--- src/rtl/axis_route_stamp_if.sv ---
// AXI-Stream bundle used on both sides of the route-stamp stage.
// Upstream user logic carries no route, so tdest is only part of the master view.
interface axis_route_stamp_if #(
  parameter int DATA_BITS = 64,
  parameter int ID_BITS   = 6,
  parameter int DEST_BITS = 2
);
  logic                   tvalid;
  logic                   tready;
  logic [DATA_BITS-1:0]   tdata;
  logic [DATA_BITS/8-1:0] tkeep;
  logic                   tlast;
  logic [ID_BITS-1:0]     tid;
  logic [DEST_BITS-1:0]   tdest;

  modport master (output tvalid, tdata, tkeep, tlast, tid, tdest, input tready);
  modport slave  (input tvalid, tdata, tkeep, tlast, tid, output tready);
endinterface

--- src/rtl/axis_route_stamp.sv ---
// Per-region ingress stage: stamps tdest from io_ctrl at the first beat of each packet,
// discards packets whose route is disabled, and forwards the rest through a 2-entry skid buffer.
module axis_route_stamp #(
  parameter int DATA_BITS = 64,
  parameter int ID_BITS   = 6,
  parameter int DEST_BITS = 2,
  parameter int CNT_BITS  = 32
) (
  input  logic                 aclk,
  input  logic                 aresetn,
  input  logic [7:0]           io_ctrl,
  axis_route_stamp_if.slave    s_axis,
  axis_route_stamp_if.master   m_axis,
  output logic [CNT_BITS-1:0]  pkt_cnt,
  output logic [CNT_BITS-1:0]  drop_cnt,
  output logic                 busy
);

  typedef enum logic [1:0] {
    ST_IDLE = 2'd0,
    ST_FWD  = 2'd1,
    ST_DROP = 2'd2
  } state_t;

  typedef struct packed {
    logic [DATA_BITS-1:0]   data;
    logic [DATA_BITS/8-1:0] keep;
    logic                   last;
    logic [ID_BITS-1:0]     id;
    logic [DEST_BITS-1:0]   dest;
  } beat_t;

  state_t               state_r, state_s;
  logic [DEST_BITS-1:0] dest_r, dest_s;
  beat_t                out_r, out_s, skid_r, skid_s, in_beat_s;
  logic                 out_valid_r, out_valid_s;
  logic                 skid_valid_r, skid_valid_s;
  logic                 s_ready_r, s_ready_s;
  logic                 busy_r, busy_s;
  logic [CNT_BITS-1:0]  pkt_cnt_r, drop_cnt_r;
  logic                 accept_s, first_s, fwd_beat_s, push_s;
  logic                 drop_last_s, pop_last_s, out_load_s;
  logic                 unused_ctrl_s;

  // Only the enable bit and the port select are meaningful in io_ctrl.
  assign unused_ctrl_s = ^io_ctrl[6:DEST_BITS];

  assign accept_s    = s_axis.tvalid & s_ready_r;
  assign first_s     = (state_r == ST_IDLE);
  assign fwd_beat_s  = (state_r == ST_FWD) | (first_s & io_ctrl[7]);
  assign push_s      = accept_s & fwd_beat_s;
  assign drop_last_s = accept_s & ~fwd_beat_s & s_axis.tlast;
  assign pop_last_s  = out_valid_r & m_axis.tready & out_r.last;
  assign out_load_s  = ~out_valid_r | m_axis.tready;

  // Packet-boundary FSM: route is captured only on the first accepted beat.
  always_comb begin
    state_s = state_r;
    dest_s  = dest_r;
    case (state_r)
      ST_IDLE: begin
        if (accept_s) begin
          dest_s = io_ctrl[DEST_BITS-1:0];
          if (s_axis.tlast) begin
            state_s = ST_IDLE;
          end else if (io_ctrl[7]) begin
            state_s = ST_FWD;
          end else begin
            state_s = ST_DROP;
          end
        end else begin
          state_s = ST_IDLE;
        end
      end
      ST_FWD: begin
        if (accept_s & s_axis.tlast) begin
          state_s = ST_IDLE;
        end else begin
          state_s = ST_FWD;
        end
      end
      ST_DROP: begin
        if (accept_s & s_axis.tlast) begin
          state_s = ST_IDLE;
        end else begin
          state_s = ST_DROP;
        end
      end
      default: begin
        state_s = ST_IDLE;
      end
    endcase
  end

  // Output register plus skid entry; a push never lands while the skid is occupied.
  always_comb begin
    in_beat_s.data = s_axis.tdata;
    in_beat_s.keep = s_axis.tkeep;
    in_beat_s.last = s_axis.tlast;
    in_beat_s.id   = s_axis.tid;
    in_beat_s.dest = first_s ? io_ctrl[DEST_BITS-1:0] : dest_r;
    out_s          = out_r;
    out_valid_s    = out_valid_r;
    skid_s         = skid_r;
    skid_valid_s   = skid_valid_r;
    if (out_load_s) begin
      if (skid_valid_r) begin
        out_s        = skid_r;
        out_valid_s  = 1'b1;
        skid_valid_s = 1'b0;
      end else if (push_s) begin
        out_s       = in_beat_s;
        out_valid_s = 1'b1;
      end else begin
        out_valid_s = 1'b0;
      end
    end else begin
      if (push_s) begin
        skid_s       = in_beat_s;
        skid_valid_s = 1'b1;
      end else begin
        skid_valid_s = skid_valid_r;
      end
    end
    // Dropping never touches the buffer, so it may ignore backpressure entirely.
    s_ready_s = (state_s == ST_DROP) | ~skid_valid_s;
    busy_s    = (state_s != ST_IDLE) | out_valid_s | skid_valid_s;
  end

  // State, buffer, ready, status and counter registers.
  always_ff @(posedge aclk) begin
    if (!aresetn) begin
      state_r      <= ST_IDLE;
      dest_r       <= '0;
      out_r        <= '0;
      skid_r       <= '0;
      out_valid_r  <= 1'b0;
      skid_valid_r <= 1'b0;
      s_ready_r    <= 1'b0;
      busy_r       <= 1'b0;
      pkt_cnt_r    <= '0;
      drop_cnt_r   <= '0;
    end else begin
      state_r      <= state_s;
      dest_r       <= dest_s;
      out_r        <= out_s;
      skid_r       <= skid_s;
      out_valid_r  <= out_valid_s;
      skid_valid_r <= skid_valid_s;
      s_ready_r    <= s_ready_s;
      busy_r       <= busy_s;
      if (pop_last_s) begin
        pkt_cnt_r <= pkt_cnt_r + CNT_BITS'(1'b1);
      end
      if (drop_last_s) begin
        drop_cnt_r <= drop_cnt_r + CNT_BITS'(1'b1);
      end
    end
  end

  assign s_axis.tready = s_ready_r;
  assign m_axis.tvalid = out_valid_r;
  assign m_axis.tdata  = out_r.data;
  assign m_axis.tkeep  = out_r.keep;
  assign m_axis.tlast  = out_r.last;
  assign m_axis.tid    = out_r.id;
  assign m_axis.tdest  = out_r.dest;
  assign pkt_cnt       = pkt_cnt_r;
  assign drop_cnt      = drop_cnt_r;
  assign busy          = busy_r;

endmodule
--- src/flat_wrapper.sv ---
// flat-port wrapper written by rule: the top's interface ports become plain ports
module axis_route_stamp_flat 
#(
  parameter int DATA_BITS = 64,
  parameter int ID_BITS   = 6,
  parameter int DEST_BITS = 2,
  parameter int CNT_BITS  = 32
)
  (aclk, aresetn, io_ctrl, pkt_cnt, drop_cnt, busy, s_axis_tvalid, s_axis_tdata, s_axis_tkeep, s_axis_tlast, s_axis_tid, s_axis_tready, m_axis_tvalid, m_axis_tdata, m_axis_tkeep, m_axis_tlast, m_axis_tid, m_axis_tdest, m_axis_tready);
  axis_route_stamp_if #(.DATA_BITS(DATA_BITS), .ID_BITS(ID_BITS), .DEST_BITS(DEST_BITS)) s_axis_i ();
  axis_route_stamp_if #(.DATA_BITS(DATA_BITS), .ID_BITS(ID_BITS), .DEST_BITS(DEST_BITS)) m_axis_i ();
  input  logic aclk;
  input  logic aresetn;
  input  logic [7:0] io_ctrl;
  output logic [CNT_BITS-1:0] pkt_cnt;
  output logic [CNT_BITS-1:0] drop_cnt;
  output logic busy;
  input wire logic [$bits(s_axis_i.tvalid)-1:0] s_axis_tvalid;
  input wire logic [$bits(s_axis_i.tdata)-1:0] s_axis_tdata;
  input wire logic [$bits(s_axis_i.tkeep)-1:0] s_axis_tkeep;
  input wire logic [$bits(s_axis_i.tlast)-1:0] s_axis_tlast;
  input wire logic [$bits(s_axis_i.tid)-1:0] s_axis_tid;
  output wire logic [$bits(s_axis_i.tready)-1:0] s_axis_tready;
  output wire logic [$bits(m_axis_i.tvalid)-1:0] m_axis_tvalid;
  output wire logic [$bits(m_axis_i.tdata)-1:0] m_axis_tdata;
  output wire logic [$bits(m_axis_i.tkeep)-1:0] m_axis_tkeep;
  output wire logic [$bits(m_axis_i.tlast)-1:0] m_axis_tlast;
  output wire logic [$bits(m_axis_i.tid)-1:0] m_axis_tid;
  output wire logic [$bits(m_axis_i.tdest)-1:0] m_axis_tdest;
  input wire logic [$bits(m_axis_i.tready)-1:0] m_axis_tready;
  assign s_axis_i.tvalid = s_axis_tvalid;
  assign s_axis_i.tdata = s_axis_tdata;
  assign s_axis_i.tkeep = s_axis_tkeep;
  assign s_axis_i.tlast = s_axis_tlast;
  assign s_axis_i.tid = s_axis_tid;
  assign s_axis_tready = s_axis_i.tready;
  assign m_axis_tvalid = m_axis_i.tvalid;
  assign m_axis_tdata = m_axis_i.tdata;
  assign m_axis_tkeep = m_axis_i.tkeep;
  assign m_axis_tlast = m_axis_i.tlast;
  assign m_axis_tid = m_axis_i.tid;
  assign m_axis_tdest = m_axis_i.tdest;
  assign m_axis_i.tready = m_axis_tready;
  axis_route_stamp #(.DATA_BITS(DATA_BITS), .ID_BITS(ID_BITS), .DEST_BITS(DEST_BITS), .CNT_BITS(CNT_BITS)) u_core (.aclk(aclk), .aresetn(aresetn), .io_ctrl(io_ctrl), .s_axis(s_axis_i), .m_axis(m_axis_i), .pkt_cnt(pkt_cnt), .drop_cnt(drop_cnt), .busy(busy));
endmodule
--- config.mk ---
export PLATFORM = sky130hd
export DESIGN_NAME = axis_route_stamp_flat
export DESIGN_NICKNAME = d
export VERILOG_FILES = /design/src/rtl/axis_route_stamp_if.sv /design/src/rtl/axis_route_stamp.sv /design/src/flat_wrapper.sv
export SDC_FILE = /design/constraint.sdc
export NUM_CORES = 1
export LEC_CHECK = 0
export CAP_MARGIN = 0
export CORE_UTILIZATION = 40
export CTS_CLUSTER_SIZE = 8
export DETAILED_ROUTE_END_ITERATION = 10
export GPL_TIMING_DRIVEN = 0
export PLACE_DENSITY_LB_ADDON = 0.15
export SLEW_MARGIN = 40
export SYNTH_ARGS = -nofsm -noshare
export SYNTH_HDL_FRONTEND = slang
export SYNTH_SLANG_ARGS = --single-unit
export TNS_END_PERCENT = 30
--- constraint.sdc ---
create_clock -name aclk -period 2.8 [get_ports aclk]
set_input_delay 0.28 -clock aclk [delete_from_list [all_inputs] [get_ports aclk]]
set_output_delay 0.28 -clock aclk [all_outputs]
set_load 0.02 [all_outputs]
==> impl_metrics.csv, run 1 <==
group,metric,value,unit
timing,setup_violations,0,
synth,async_reset_ff_share,0,%
power_and_ir_drop,leakage,4.26,nW
worst_hold_path,holdCritPathClass,"in -> reg",
synth,synth_area_per_cell,8.71,um^2
outcome,outcome,"complete, no violations",
global_route,grt_use_total,23.4,%
global_route,grt_overflow,0,
timing,finalSetupTns,0,ns
timing,finalHoldViolations,0,
synth,synth_edf_count,0,
floorplan,start_util,40.7,%
timing,min_period,2.63,ns
global_route,first_global_vias,9003,
timing,post-route-period-util,94.0,%
placed_design,portBuffers,233,
timing,rsz0062_at_grt,"no",
final_layout,nNetsFinal,1498,
synth,synth_mux_area_share,9.22,%
floorplan,core,24200,um^2
power_and_ir_drop,peakVddDrop,0.000477,V
final_layout,layout_common_cells,"dfxtp_1 (234), clkdlybuf4s50_1 (233), nand2_1 (197)",
synth,syn_inst,1135,
final_layout,drive_gt1_share,3.62,%
worst_setup_path,cp-start-kind,"register",
synth,yosys_most_used_dff,"dfxtp_1",
synth,synth_top_area_share,47.4,%
synth,ys_top_cells_by_area,"dfxtp_1 (47%), a21oi_1 (9.5%), mux2i_1 (9.2%)",
worst_setup_path,cp.arrival,2.99,ns
timing,tightest_slew,0.791,ns
final_layout,final_common_cell,"dfxtp_1",
floorplan,die_x,159,um
synth,synth_cell_types,43,
worst_setup_path,crit_path_end_kind,"register",
worst_setup_path,cp_max_fo,10,
clocking,tritoncts,"done",
floorplan,die_y,159,um
power_and_ir_drop,power.density,596,nW/um^2
worst_setup_path,path_class,"reg -> reg",
global_route,antenna_found_initial,3,
synth,yosysTopAreaCell,"dfxtp_1",
final_layout,area_growth,37.6,%
placed_design,dp_hpwl,20900,um
synth,yosys.area_share.simple,17.3,%
clocking,cts_root_buf,"clkbuf_16",
timing,fmax,0.380,GHz
final_layout,final_util,56.1,%
placed_design,place_congestion,0.878,
worst_setup_path,worstPathRequired,3.16,ns
detailed_routing,firstDrtPassIters,5,
global_route,grt_pass1_wl,47800,um
clocking,clk_pin_slew,0.05,ns
clocking,htree_levels,2,
timing,slew_viol_final,0,
floorplan,rows,57,
clocking,cts_buffers,35,
timing,slew_headroom,47.3,%
detailed_routing,vias_per_cell,5.34,
global_route,grt_max_degree,11,
job,drv_cap,0,
floorplan,io_pins,239,
detailed_routing,antenna_left,0,
clocking,clockBufferDepth,3,
synth,syn_area,9880,um^2
clocking,clock_latency,0.50,ns
worst_hold_path,hold-path-cell-count,3,
detailed_routing,drt_iter0_markers,487,
timing,finalClockSkew,0.00689,ns
synth,synth_fa_ha_area_share,0.253,%
synth,ys_seq_elements,234,
detailed_routing,routedWlPerCell,17.1,um
synth,synth_compound_area_share,20.0,%
synth,synth_top_family_by_area,"compound AO/OA/AOI/OAI gates",
synth,synth_xor_area_share,1.77,%
detailed_routing,vias,9265,
clocking,cts.sinks,234,
synth,ys_seq_area_share,47.4,%
floorplan,dieArea,25300,um^2
synth,syn-num-nets,1228,
detailed_routing,drt-total-wl,29700,um
worst_setup_path,r2r_cells,6,
synth,yosysWarnings,0,
detailed_routing,drc,0,
clocking,postCtsSetupBuffers,0,
sequential cells by signal, summed over array words and instances, names as in the netlist:
signal,flops
u_core.m_axis.tvalid,1
u_core.m_axis.tlast,1
u_core.m_axis.tdest,2
u_core.state_r,2
u_core.m_axis.tdata,64
u_core.skid_r,81
u_core.m_axis.tid,6
u_core.dest_r,2
u_core.busy,1
u_core.drop_cnt,32
u_core.skid_valid_r,1
u_core.m_axis.tkeep,8
u_core.pkt_cnt,32
u_core.s_axis.tready,1
cell families after synthesis:
kind of cell	count (synthesis)
xor+xnor	20
compound gates	323
buf+inv	105
mux	91
flops	234
simple gates	360
fa+ha+maj	2
worst paths after layout:
path,start,end,slack [ns]
min reg2reg,u_core.skid_r[72]$_SDFFE_PN0P_,u_core.skid_r[72]$_SDFFE_PN0P_,0.45
max,u_core.skid_valid_r$_SDFF_PN0_,u_core.m_axis.tdata[18]$_SDFFE_PN0P_,0.17
min,s_axis_tdata[34],u_core.skid_r[51]$_SDFFE_PN0P_,0.35
max reg2reg,u_core.skid_valid_r$_SDFF_PN0_,u_core.m_axis.tdata[18]$_SDFFE_PN0P_,0.17
through the flow:
step	hold WS, ns	power (W)	worst slack, ns	cells	instance area (um^2)
finish	0.349	0.00811	0.168	1735	13600
global route	0.348	0.00841	0.00212	1734	13600
CTS	0.333	0.00819	0.125	1733	13600
detailed placement	0.446	0.00437	-0.374	1692	12600
global placement	0.440	0.00436	-0.299	1692	12600
floorplan	0.416	0.00393	0.713	1135	9880
repair_timing:
action                     in CTS  in global routing
gates resized for setup         1                  0
hold buffers                    0                  0
setup endpoints to repair      10                  0
cell usage after synthesis, types with 2 or more instances:
cell / count
dfxtp_1: 234
nand2_1: 197
a21oi_1: 187
mux2i_1: 91
clkbuf_1: 87
a211oi_1: 81
nor2_1: 31
nand3_1: 23
nand4_1: 23
or4_1: 21
o31ai_1: 19
nand2b_1: 16
nor4_1: 12
xnor2_1: 12
inv_1: 11
o41ai_1: 11
o311ai_0: 9
and4_1: 8
nor3_1: 8
xor2_1: 8
o21ai_0: 7
and3_1: 6
or3_1: 5
buf_1: 3
buf_2: 3
a2111o_1: 2
a31oi_1: 2
ha_1: 2
or4b_2: 2
metal layers:
| metal | part of all wire (%) | GRT usage, % | up-vias | wire length, um |
|---|---|---|---|---|
| met5 | 0 | 0 | - | 0 |
| met4 | 2.0 | 7.43 | 0 | 593 |
| met3 | 6.8 | 5.65 | 42 | 2020 |
| met2 | 47 | 39.0 | 268 | 14000 |
| met1 | 44 | 29.7 | 4315 | 13100 |
| li1 | - | - | 4640 | - |
critical path, cell delays in order (launching register included):
cell and delay (ns):
dfxtp_1 0.30, clkbuf_1 0.49, a31oi_1 0.25, nor2_2 0.53
buf_2 0.34, buf_1 0.42, a211oi_1 0.15
layout make-up:
cell class / count / area [um^2]
inverters: 11 / 41.3
well taps: 324 / 405
multi-input cells: 796 / 4800
clock inverters: 3 / 55.1
diodes: 2 / 5.00
fillers: 2258 / 10700
clock buffers: 38 / 908
plain buffers: 94 / 364
flip-flops and latches: 234 / 4680
repair buffers: 233 / 2330
report_power, final:
part	switching [W]	internal (W)
clock	0.00144	0.00236
sequential	0.0000653	0.00344
combinational	0.000429	0.000372
total	0.00194	0.00617
Power figures use the tool's default switching activity.
==> run 2, diff against run 1 <==
- CAP_MARGIN: 0 -> 20
==> results of run 2 <==
Final layout, timing and power as in run 1 (identical DEF).
==> run 3, diff against run 2 <==
- GPL_TIMING_DRIVEN: 0 -> not set
==> run 3 against run 2 <==
Effect of this change:
- first-iteration DRC count grew 18%
- combinational power shrank 1%
- core utilization shrank 0.49 points
- via count shrank 2.6%
- maximum frequency grew 21%
- critical path type unchanged
==> impl_metrics.csv, run 3 (same netlist as run 1, synthesis figures left out) <==
group,metric,value,unit
detailed_routing,drc,0,
worst_setup_path,worstPathRequired,3.23,ns
timing,tightest_slew,0.618,ns
timing,post-route-period-util,77.8,%
clocking,cts_buffers,35,
timing,setup_violations,0,
power_and_ir_drop,leakage,4.25,nW
power_and_ir_drop,power.density,588,nW/um^2
clocking,clk_pin_slew,0.05,ns
timing,finalClockSkew,0.0170,ns
detailed_routing,drt-total-wl,27800,um
job,drv_cap,0,
placed_design,place_congestion,0.768,
floorplan,start_util,40.7,%
global_route,grt_max_degree,89,
final_layout,top_register,"u_core.skid_r",
clocking,htree_levels,2,
outcome,outcome,"complete, no violations",
clocking,clock_latency,0.50,ns
clocking,cts_root_buf,"clkbuf_16",
detailed_routing,vias,9024,
power_and_ir_drop,total_power,0.00793,W
timing,slew_viol_final,0,
placed_design,portBuffers,233,
final_layout,nNetsFinal,1427,
worst_setup_path,crit_path_end_kind,"register",
floorplan,rows,57,
timing,fmax,0.459,GHz
detailed_routing,firstDrtPassIters,5,
global_route,antenna_found_initial,3,
final_layout,layout_common_cells,"clkdlybuf4s50_1 (233), dfxtp_1 (233), nand2_1 (197)",
timing,slew_headroom,58.8,%
clocking,cts_resized,0,
clocking,tritoncts,"done",
detailed_routing,drt_iter0_markers,576,
clocking,cts.sinks,234,
worst_setup_path,cp.arrival,2.61,ns
floorplan,die_y,159,um
worst_setup_path,cp_max_fo,26,
floorplan,io_pins,239,
timing,finalHoldViolations,0,
clocking,clockBufferDepth,3,
detailed_routing,vias_per_cell,5.43,
worst_setup_path,path_class,"reg -> reg",
global_route,first_global_vias,8485,
detailed_routing,routedWlPerCell,16.8,um
placed_design,dp_hpwl,16700,um
floorplan,core,24200,um^2
final_layout,area_growth,36.4,%
worst_hold_path,holdCritPathClass,"in -> reg",
worst_setup_path,cp-start-kind,"register",
clocking,cts_hold_buf,0,
clocking,postCtsSetupBuffers,0,
global_route,grt_pass1_wl,45100,um
final_layout,largest_reg_flops,81,
detailed_routing,antenna_left,0,
timing,finalSetupTns,0,ns
global_route,grt_overflow,0,
final_layout,drive_gt1_share,5.46,%
floorplan,die_x,159,um
global_route,grt_use_total,21.5,%
power_and_ir_drop,peakVddDrop,0.000388,V
floorplan,dieArea,25300,um^2
timing,rsz0062_at_grt,"no",
timing,min_period,2.18,ns
-- run 3: changes by cell type in the layout (fill, tap and decap cells not counted), moves of 3 or more --
cell	delta
buf_1	-3
buf_12	+7
buf_2	-3
buf_4	+16
clkbuf_1	-88
-- run 3: worst paths after layout --
kind              depth (start not counted)                                to                       startpoint  slack [ns]
setup reg to reg                          5  u_core.drop_cnt[31]$_SDFFE_PN0P_  u_core.drop_cnt[3]$_SDFFE_PN0P_        0.62
hold / removal                            3    u_core.skid_r[56]$_SDFFE_PN0P_                 s_axis_tdata[39]        0.35
hold reg to reg                           2    u_core.skid_r[70]$_SDFFE_PN0P_   u_core.skid_r[70]$_SDFFE_PN0P_        0.45
setup / recovery                          5  u_core.drop_cnt[31]$_SDFFE_PN0P_  u_core.drop_cnt[3]$_SDFFE_PN0P_        0.62
-- run 3: power by group --
part	leakage [nW]	internal, W	switching, W
Sequential	1.90	0.00343	0.0000551
Clock	0.450	0.00221	0.00143
Combinational	1.91	0.000375	0.000418
-- run 3: worst max-delay path, cell delays in order (launching register included) --
cell	delay, ns
dfxtp_1	0.43
nand4_1	0.22
or4_1	0.56
buf_4	0.23
or4_1	0.52
a21oi_1	0.14
-- run 3: area by class of cell --
cell class                 count  area (um^2)
multi-input combinational    796         4820
inverter                      11         46.3
sequential                   234         4690
timing repair buffer         256         2590
fill                        2185        10800
clock inverter                 3         41.3
tap                          324          405
antenna                        1         2.50
clock buffer                  36          880
-- run 3: through the flow --
| step | hold WS (ns) | setup slack [ns] | util, % | std cells | area (um^2) |
|---|---|---|---|---|---|
| 2_1_floorplan | 0.416 | 0.713 | - | 1135 | 9880 |
| 3_3_place_gp | 0.441 | 0.304 | 51.8 | 1621 | 12600 |
| 3_5_place_dp | 0.446 | 0.221 | 51.8 | 1621 | 12600 |
| 4_1_cts | 0.332 | 0.613 | 55.6 | 1660 | 13500 |
| 5_1_grt | 0.347 | 0.458 | 55.6 | 1660 | 13500 |
| 6_report | 0.349 | 0.622 | 55.6 | 1661 | 13500 |
-- run 3: metal layers --
layer  global-route usage (%)  part of all wire (%)  vias to the layer above  wire [um]
li1                         -                     -                     4507          -
met1                     27.4                    44                     4250      12200
met2                     35.2                    47                      225      13200
met3                     6.23                   7.1                       42       1990
met4                     6.34                   1.7                        0        484
met5                        0                     0                        -          0
